==> config.mk <==
export PLATFORM = sky130hd
export DESIGN_NAME = crypto_bus_arbiter
export DESIGN_NICKNAME = d
export VERILOG_FILES = /design/src/rtl/crypto_bus_arbiter.sv
export SDC_FILE = /design/constraint.sdc
export NUM_CORES = 1
export LEC_CHECK = 0
export ABC_AREA = 1
export BUFFER_PORTS_ARGS = -buffer_cell sky130_fd_sc_hd__buf_4
export CAP_MARGIN = 10
export CELL_PAD_IN_SITES_DETAIL_PLACEMENT = 1
export CELL_PAD_IN_SITES_GLOBAL_PLACEMENT = 1
export CORE_MARGIN = 3
export CORE_UTILIZATION = 34
export DETAILED_ROUTE_END_ITERATION = 8
export GPL_TIMING_DRIVEN = 0
export PLACE_DENSITY = 0.85
export SYNTH_ARGS = -nofsm -noshare
export SYNTH_HDL_FRONTEND = slang
export SYNTH_SLANG_ARGS = --single-unit
export TNS_END_PERCENT = 20
==> constraint.sdc <==
create_clock -name clk -period 2 [get_ports clk]
set_input_delay 0 -clock clk [delete_from_list [all_inputs] [get_ports clk]]
set_output_delay 0 -clock clk [all_outputs]
set_load 0.02 [all_outputs]
==> src/rtl/crypto_bus_arbiter.sv <==
// crypto_bus_arbiter: two-master round-robin arbiter for the crypto MMIO bus.
// One transaction in flight at a time; a slave that never answers is
// converted into an error response after TIMEOUT_CYCLES so no master hangs.
module crypto_bus_arbiter #(
    parameter int          TIMEOUT_CYCLES = 256,
    parameter int          CNT_W          = 9,
    parameter logic [31:0] ERR_DATA       = 32'hDEAD_BEEF
) (
    input  logic        clk,
    input  logic        rst,
    input  logic [31:0] m0_addr,
    input  logic [31:0] m0_wdata,
    input  logic        m0_we,
    input  logic        m0_valid,
    output logic [31:0] m0_rdata,
    output logic        m0_ready,
    input  logic [31:0] m1_addr,
    input  logic [31:0] m1_wdata,
    input  logic        m1_we,
    input  logic        m1_valid,
    output logic [31:0] m1_rdata,
    output logic        m1_ready,
    output logic [31:0] s_addr,
    output logic [31:0] s_wdata,
    output logic        s_we,
    output logic        s_valid,
    input  logic [31:0] s_rdata,
    input  logic        s_ready,
    output logic        err,
    output logic [7:0]  err_cnt
);

    typedef enum logic [1:0] {ST_IDLE, ST_ISSUE, ST_RESP} state_t;

    state_t            r_state, w_next;
    logic              r_last_grant;   // master that won the previous grant
    logic              r_gnt;          // master owning the transaction in flight
    logic [CNT_W-1:0]  r_cnt;
    logic              r_timeout;
    logic [31:0]       r_s_addr, r_s_wdata;
    logic              r_s_we, r_s_valid;
    logic [1:0][31:0]  r_rdata;
    logic [7:0]        r_err_cnt;

    logic              w_any_req;
    logic              w_gnt;
    logic              w_cnt_done;

    assign w_any_req  = m0_valid | m1_valid;
    // On a tie the master that did not win last time goes first.
    assign w_gnt      = (m0_valid & m1_valid) ? ~r_last_grant : m1_valid;
    assign w_cnt_done = (r_cnt == CNT_W'(TIMEOUT_CYCLES - 1));

    // State register.
    always_ff @(posedge clk or negedge rst) begin
        if (!rst) r_state <= ST_IDLE;
        else      r_state <= w_next;
    end

    // Next-state logic; s_ready outside ISSUE is deliberately ignored.
    always_comb begin
        w_next = r_state;
        case (r_state)
            ST_IDLE:  if (w_any_req) w_next = ST_ISSUE;
            ST_ISSUE: if (s_ready || w_cnt_done) w_next = ST_RESP;
            ST_RESP:  w_next = ST_IDLE;
            default:  w_next = ST_IDLE;
        endcase
    end

    // Grant capture, slave request registers and timeout counter.
    always_ff @(posedge clk or negedge rst) begin
        if (!rst) begin
            r_last_grant <= 1'b1;
            r_gnt        <= 1'b0;
            r_cnt        <= '0;
            r_timeout    <= 1'b0;
            r_s_addr     <= '0;
            r_s_wdata    <= '0;
            r_s_we       <= 1'b0;
            r_s_valid    <= 1'b0;
        end else begin
            case (r_state)
                ST_IDLE: if (w_any_req) begin
                    r_gnt        <= w_gnt;
                    r_last_grant <= w_gnt;
                    r_s_addr     <= w_gnt ? m1_addr  : m0_addr;
                    r_s_wdata    <= w_gnt ? m1_wdata : m0_wdata;
                    r_s_we       <= w_gnt ? m1_we    : m0_we;
                    r_s_valid    <= 1'b1;
                    r_cnt        <= '0;
                    r_timeout    <= 1'b0;
                end
                ST_ISSUE: begin
                    r_cnt <= r_cnt + 1'b1;
                    // A slave answer in the last allowed cycle beats the timeout.
                    if (s_ready) begin
                        r_s_valid <= 1'b0;
                    end else if (w_cnt_done) begin
                        r_s_valid <= 1'b0;
                        r_timeout <= 1'b1;
                    end
                end
                default: ;
            endcase
        end
    end

    // Per-master read data; each holds until that master's next completion.
    for (genvar g = 0; g < 2; g++) begin : g_rdata
        always_ff @(posedge clk or negedge rst) begin
            if (!rst) begin
                r_rdata[g] <= '0;
            end else if (r_state == ST_ISSUE && r_gnt == g[0]) begin
                if (s_ready)         r_rdata[g] <= s_rdata;
                else if (w_cnt_done) r_rdata[g] <= ERR_DATA;
            end
        end
    end

    // Saturating timeout counter, bumped in the response cycle.
    always_ff @(posedge clk or negedge rst) begin
        if (!rst)
            r_err_cnt <= '0;
        else if (r_state == ST_RESP && r_timeout && r_err_cnt != 8'hFF)
            r_err_cnt <= r_err_cnt + 8'd1;
    end

    assign s_addr   = r_s_addr;
    assign s_wdata  = r_s_wdata;
    assign s_we     = r_s_we;
    assign s_valid  = r_s_valid;
    assign m0_rdata = r_rdata[0];
    assign m1_rdata = r_rdata[1];
    assign m0_ready = (r_state == ST_RESP) && !r_gnt;
    assign m1_ready = (r_state == ST_RESP) &&  r_gnt;
    assign err      = (r_state == ST_RESP) && r_timeout;
    assign err_cnt  = r_err_cnt;

endmodule

; Yosys cells after proc, flatten, opt, wreduce, memory -nomap -nowiden
; Cells that the tools add are included.
[totals]
register_bits = 152
in_bits = 167
out_inout_bits = 141
word_cells = 64
[op_classes]
n_addsub = 2
n_eq_ne = 9
mux = 19
bitwise = 4
reduce_logical = 18
[op_table]
columns = operator, n
row1 = $mux 32, 4
row2 = $pmux 9 s2, 1
row3 = $reduce_and 2->1, 5
row4 = $add 9x1->9 const B, 1
row5 = $eq 9x8->1 const B, 1
row6 = $mux 9, 1
row7 = $add 8x1->8 const B, 1
row8 = $mux 1, 8
row9 = $ne 2x2->1 const B, 4
row10 = $ne 8x8->1 const B, 1
row11 = $logic_and 1x1->1, 6
row12 = $mux 2, 2
row13 = $pmux 1 s2, 2
row14 = $pmux 2 s2, 1
row15 = $reduce_and 4->1, 1
row16 = $reduce_bool 2->1, 2
row17 = $ne 3x3->1 const B, 1
row18 = $reduce_and 3->1, 1
row19 = $eq 2x1->1 const B, 1
row20 = $eq 2x2->1 const B, 1
row21 = $logic_not 2->1, 1
row22 = $not 1->1, 2
row23 = $and 1x1->1, 1
row24 = $logic_not 1->1, 1
row25 = other kinds (2), 2

; Longest topological paths before layout
[logic_depth]
depth_word = 4
mapped_depth = 14
mapped_depth_nobuf = 13

; Least setup slack after synthesis
; Ideal clock, no wire load.
[synth_timing]
kind = register to register
start = register r_cnt[0]
end = register r_rdata, in the netlist m0_rdata[3]
setup_ps = 116
arrival_time_ps = 1714
required_ps = 1884
setup_slack_ps = 169
path_stages_with_launch = 14
path_buffers = 1
synth_period_minus_slack_ps = 1831
path_cell_list = dfrtp_1 -> ha_1 -> nand2_1 -> nor2_1 -> and3_1 -> ha_1 -> nor2_1 -> inv_1 -> nand2_4 -> inv_4 -> nand2_4 -> buf_4 -> nand2_1 -> nand2_1
[synth_between]
elab_chain_cells = 3
[synth_rtl]
columns = item, line_no
row1 = "start, declared", 38  ; logic [CNT_W-1:0] r_cnt;
row2 = "start signal, assigned", 95  ; r_cnt <= r_cnt + 1'b1;
row3 = $eq 9x8->1, 52  ; assign w_cnt_done = (r_cnt == CNT_W'(TIMEOUT_CYCLES - 1));
row4 = $reduce_bool 2->1 (no source line), n/a
row5 = $reduce_and 2->1 (no source line), n/a
row6 = "end signal, assigned by index", 115  ; if (s_ready) r_rdata[g] <= s_rdata;
row7 = "end, declared", 42  ; logic [1:0][31:0] r_rdata;
; No other way between the ends.
; A chain may end at the register's enable or synchronous reset.

; Final worst setup path
[layout_timing]
start = register r_cnt[0]
end = register r_rdata, in the netlist m1_rdata[3]
; The elaborated chain is that of the path after synthesis.

==> metrics.txt <==
peak supply drop=between 0.6 and 0.7 mV; drt drc=0; Layout Skew=~0.013 ns; P_sw=just under 0.008 W; Clk Latency, worst-skew pair=roughly 0.42 ns; period utilization=99.30%; layout cell share with drive strength beyond 1=31.55%; shortest period the worst path allows=1.986 ns; largest net degree at the start of global routing=117; Overall Global Routing Usage=30.82%; FP Rows=between 50 and 60; most frequent cells in the layout=416 x nand2_1, 320 x buf_4, 168 x dlygate4sd3_1, 151 x dfrtp_1, 78 x inv_1; FFs w/ async S/R, synth=between 90% and 100%; Die Y=150.1 um; sequential fraction of the synthesis area=a little over half; Global Route met2 Usage=a little over half; main flop type after synthesis=dfrtp_1; critical path class=reg2reg; Vias per Instance=roughly 5; r2r startpoint=r_cnt[0]; WHS=0.04472 ns; met3 Use GR=about 8.1%; Sw Ratio=44.91%; most common cell after layout, fill and taps aside=nand2_1; slew of the pin with the lowest slew margin=around 0.73 ns; Mapped Avg Cell Area=about 8 um2; Cell Area, Synth=between 7000 and 8000 um2; Final Util=between 60 and 70%; Ports=just over 300; CTS tree=done; FF-to-FF path depth=13; clk sinks=152; Pwr per Cell Area=between 1000 and 1500 nW/um2; worst setup path startpoint=r_cnt[0]; max-cap viol count=0; placed cells=1442; H-Tree Depth=4; met1 usage=between 30% and 40%; wire per inst=between 20 and 25 um; P_int=between 0.009 and 0.01 W; Most Crowded Layer GR=met2; Startpoint Class=register; peak fanout along the critical path=10; Flop pwr share=a little under a third; PortBufs=~310; Final Hold Fails=0; Pre-antenna DRT Iters=4; CP Capture Type=register; Fmax=roughly 500 MHz; Clk pin slew, worst setup/hold paths=roughly 0.07 ns; Rel. slew slack=about half; CTS max path bufs=2; Synth Register Bits=152; Final GP Congestion=0.8170; Critical Path End=m1_rdata[3]; Post-DRT Antenna Nets=0; Layout Cells excl Fill=approximately 1700; core area=a little over 20000 um2; Synth Instances=865; DP Wirelength=around 20000 um; synthesis-to-finish area growth=73.46%; Cell variety after synth=30; status=complete, no violations; Hold WC Path Type=in2async; Setup-failing EPs final=0; routed wire length=about 36000 um; initial antenna violation count=4; Clock Tree Root=clkbuf_16; number of global-route vias before repair=between 9000 and 10000; R2R Setup Slk=approximately 0.014 ns; via count=approximately 8400; Post-synth EDFFs=0; Critical R2R Capture=m1_rdata[3]; Overflow after GRT=0; DRT iter0 DRCs=511; clock power share=a little under a fifth; data required time of the critical path=roughly 2.3 ns; die width=150.1 um; Initial Util=34.79%; Layout Nets=1542; first-pass GRT wire length=approximately 53000 um; syn_nets=~1000; TritonCTS Buffers=17; CP arrival=2.29 ns; Max Slew Vio Count=0; yosys synthesis warning count=0; Die Area=22540 um2; combinational share of power=about half; leak pwr=approximately 6.5 nW
[registers in the layout (all words and copies together) (netlist names)]
name          count
r_state           2
r_timeout         1
m1_rdata         32
s_wdata          32
s_valid           1
s_addr           32
r_last_grant      1
r_gnt             1
err_cnt           8
s_we              1
m0_rdata         32
r_cnt             9
[kinds of logic (layout without fill, tap and decap cells)]
logic type,after synthesis,in the layout,synth area share [%]
XOR/XNOR,4,4,0.4961
adder cells (fa/ha/maj),3,3,0.5315
other,0,5,0
AND/OR/NAND/NOR,483,483,27.49
AO/OA/AOI/OAI,93,93,8.964
buffers and inverters,130,650,8.645
flip-flops,152,152,53.87
[final cells by class]
| class | instances | area, um2 |
|---|---|---|
| multi-input cells | 583 | 2679 |
| repair buffers | 488 | 4182 |
| clock inverters | 14 | 140.1 |
| diodes | 5 | 12.51 |
| flip-flops and latches | 152 | 3805 |
| fillers | 2392 | 8048 |
| plain buffers | 44 | 319.1 |
| well taps | 270 | 337.8 |
| inverters | 86 | 347.8 |
| clock buffers | 18 | 429.2 |
[worst min-delay path by stage]
stage	startpoint	endpoint	slack, ns
floorplan	rst	err_cnt[0]	-0.30
global placement	m1_wdata[26]	s_wdata[26]	0.25
detailed placement	rst	m1_rdata[24]	-0.10
CTS	rst	m1_rdata[24]	0.05
global route	rst	m1_rdata[24]	0.05
finish	rst	m1_rdata[24]	0.04
[Yosys cell counts (2+ instances only)]
cell type    n  share of area, %
nand2_4      2              0.32
o21ai_0      5              0.35
a21oi_1      3              0.21
dfrtp_1    151                53
nand4_1      2              0.18
inv_1       79               4.2
buf_4        7              0.74
xor2_1       2              0.25
xnor2_1      2              0.25
ha_1         3              0.53
or2_2       24               2.1
inv_2        3              0.16
buf_2       23               1.6
nor2_1      15              0.80
inv_4        3              0.27
nand3_1     14              0.99
buf_6        8               1.3
clkbuf_1     6              0.32
o21ai_1     18               1.3
nand2_1    421                22
o211ai_1    65               6.9
[per-stage QoR]
stage                     cell area [um2]  power, W  TNS [ns]  setup WS [ns]
final                               12250   0.01750         0        0.01397
after global routing                12250   0.01834   -0.8188       -0.05639
after CTS                           12000   0.01654         0        0.02746
after detailed placement             9733   0.01304    -3.640        -0.1048
after global placement               9698   0.01275    -2.869       -0.07761
after floorplan                      7063  0.009371         0         0.1691
[power groups by stage]
stage          Clock, W  Combinational (W)  Sequential [W]
2_1_floorplan         0            0.00253         0.00684
3_5_place_dp          0            0.00767         0.00537
6_report        0.00320            0.00878         0.00552
4_1_cts         0.00319            0.00801         0.00534
5_1_grt         0.00339            0.00931         0.00564
3_3_place_gp          0            0.00745         0.00529
[critical path: stages, from the launching register on]
cell     delay (ns)
dfrtp_1        0.36
ha_2           0.21
nand2_2        0.08
nor2_2         0.15
and3_1         0.18
ha_2           0.19
nor2_2         0.04
inv_2          0.07
nand2_4        0.07
inv_8          0.09
nand2_8        0.07
buf_4          0.19
nand2_1        0.09
nand2_1        0.07
[metal layers]
| layer | vias to the layer above | routed length [um] |
|---|---|---|
| met5 | - | 0 |
| met4 | 0 | 1787 |
| met3 | 118 | 2735 |
| met2 | 472 | 18220 |
| met1 | 4147 | 13440 |
| li1 | 3699 | - |
[what timing repair did]
action,CTS,global route
hold buffers,168,0
resized for setup,2,28
setup endpoints to repair,64,64
setup buffers,2,7
endpoints found under the hold margin,282,0
pin swaps,1,3
gates cloned,0,4
Note: power is estimated with default switching activity, not from simulation.
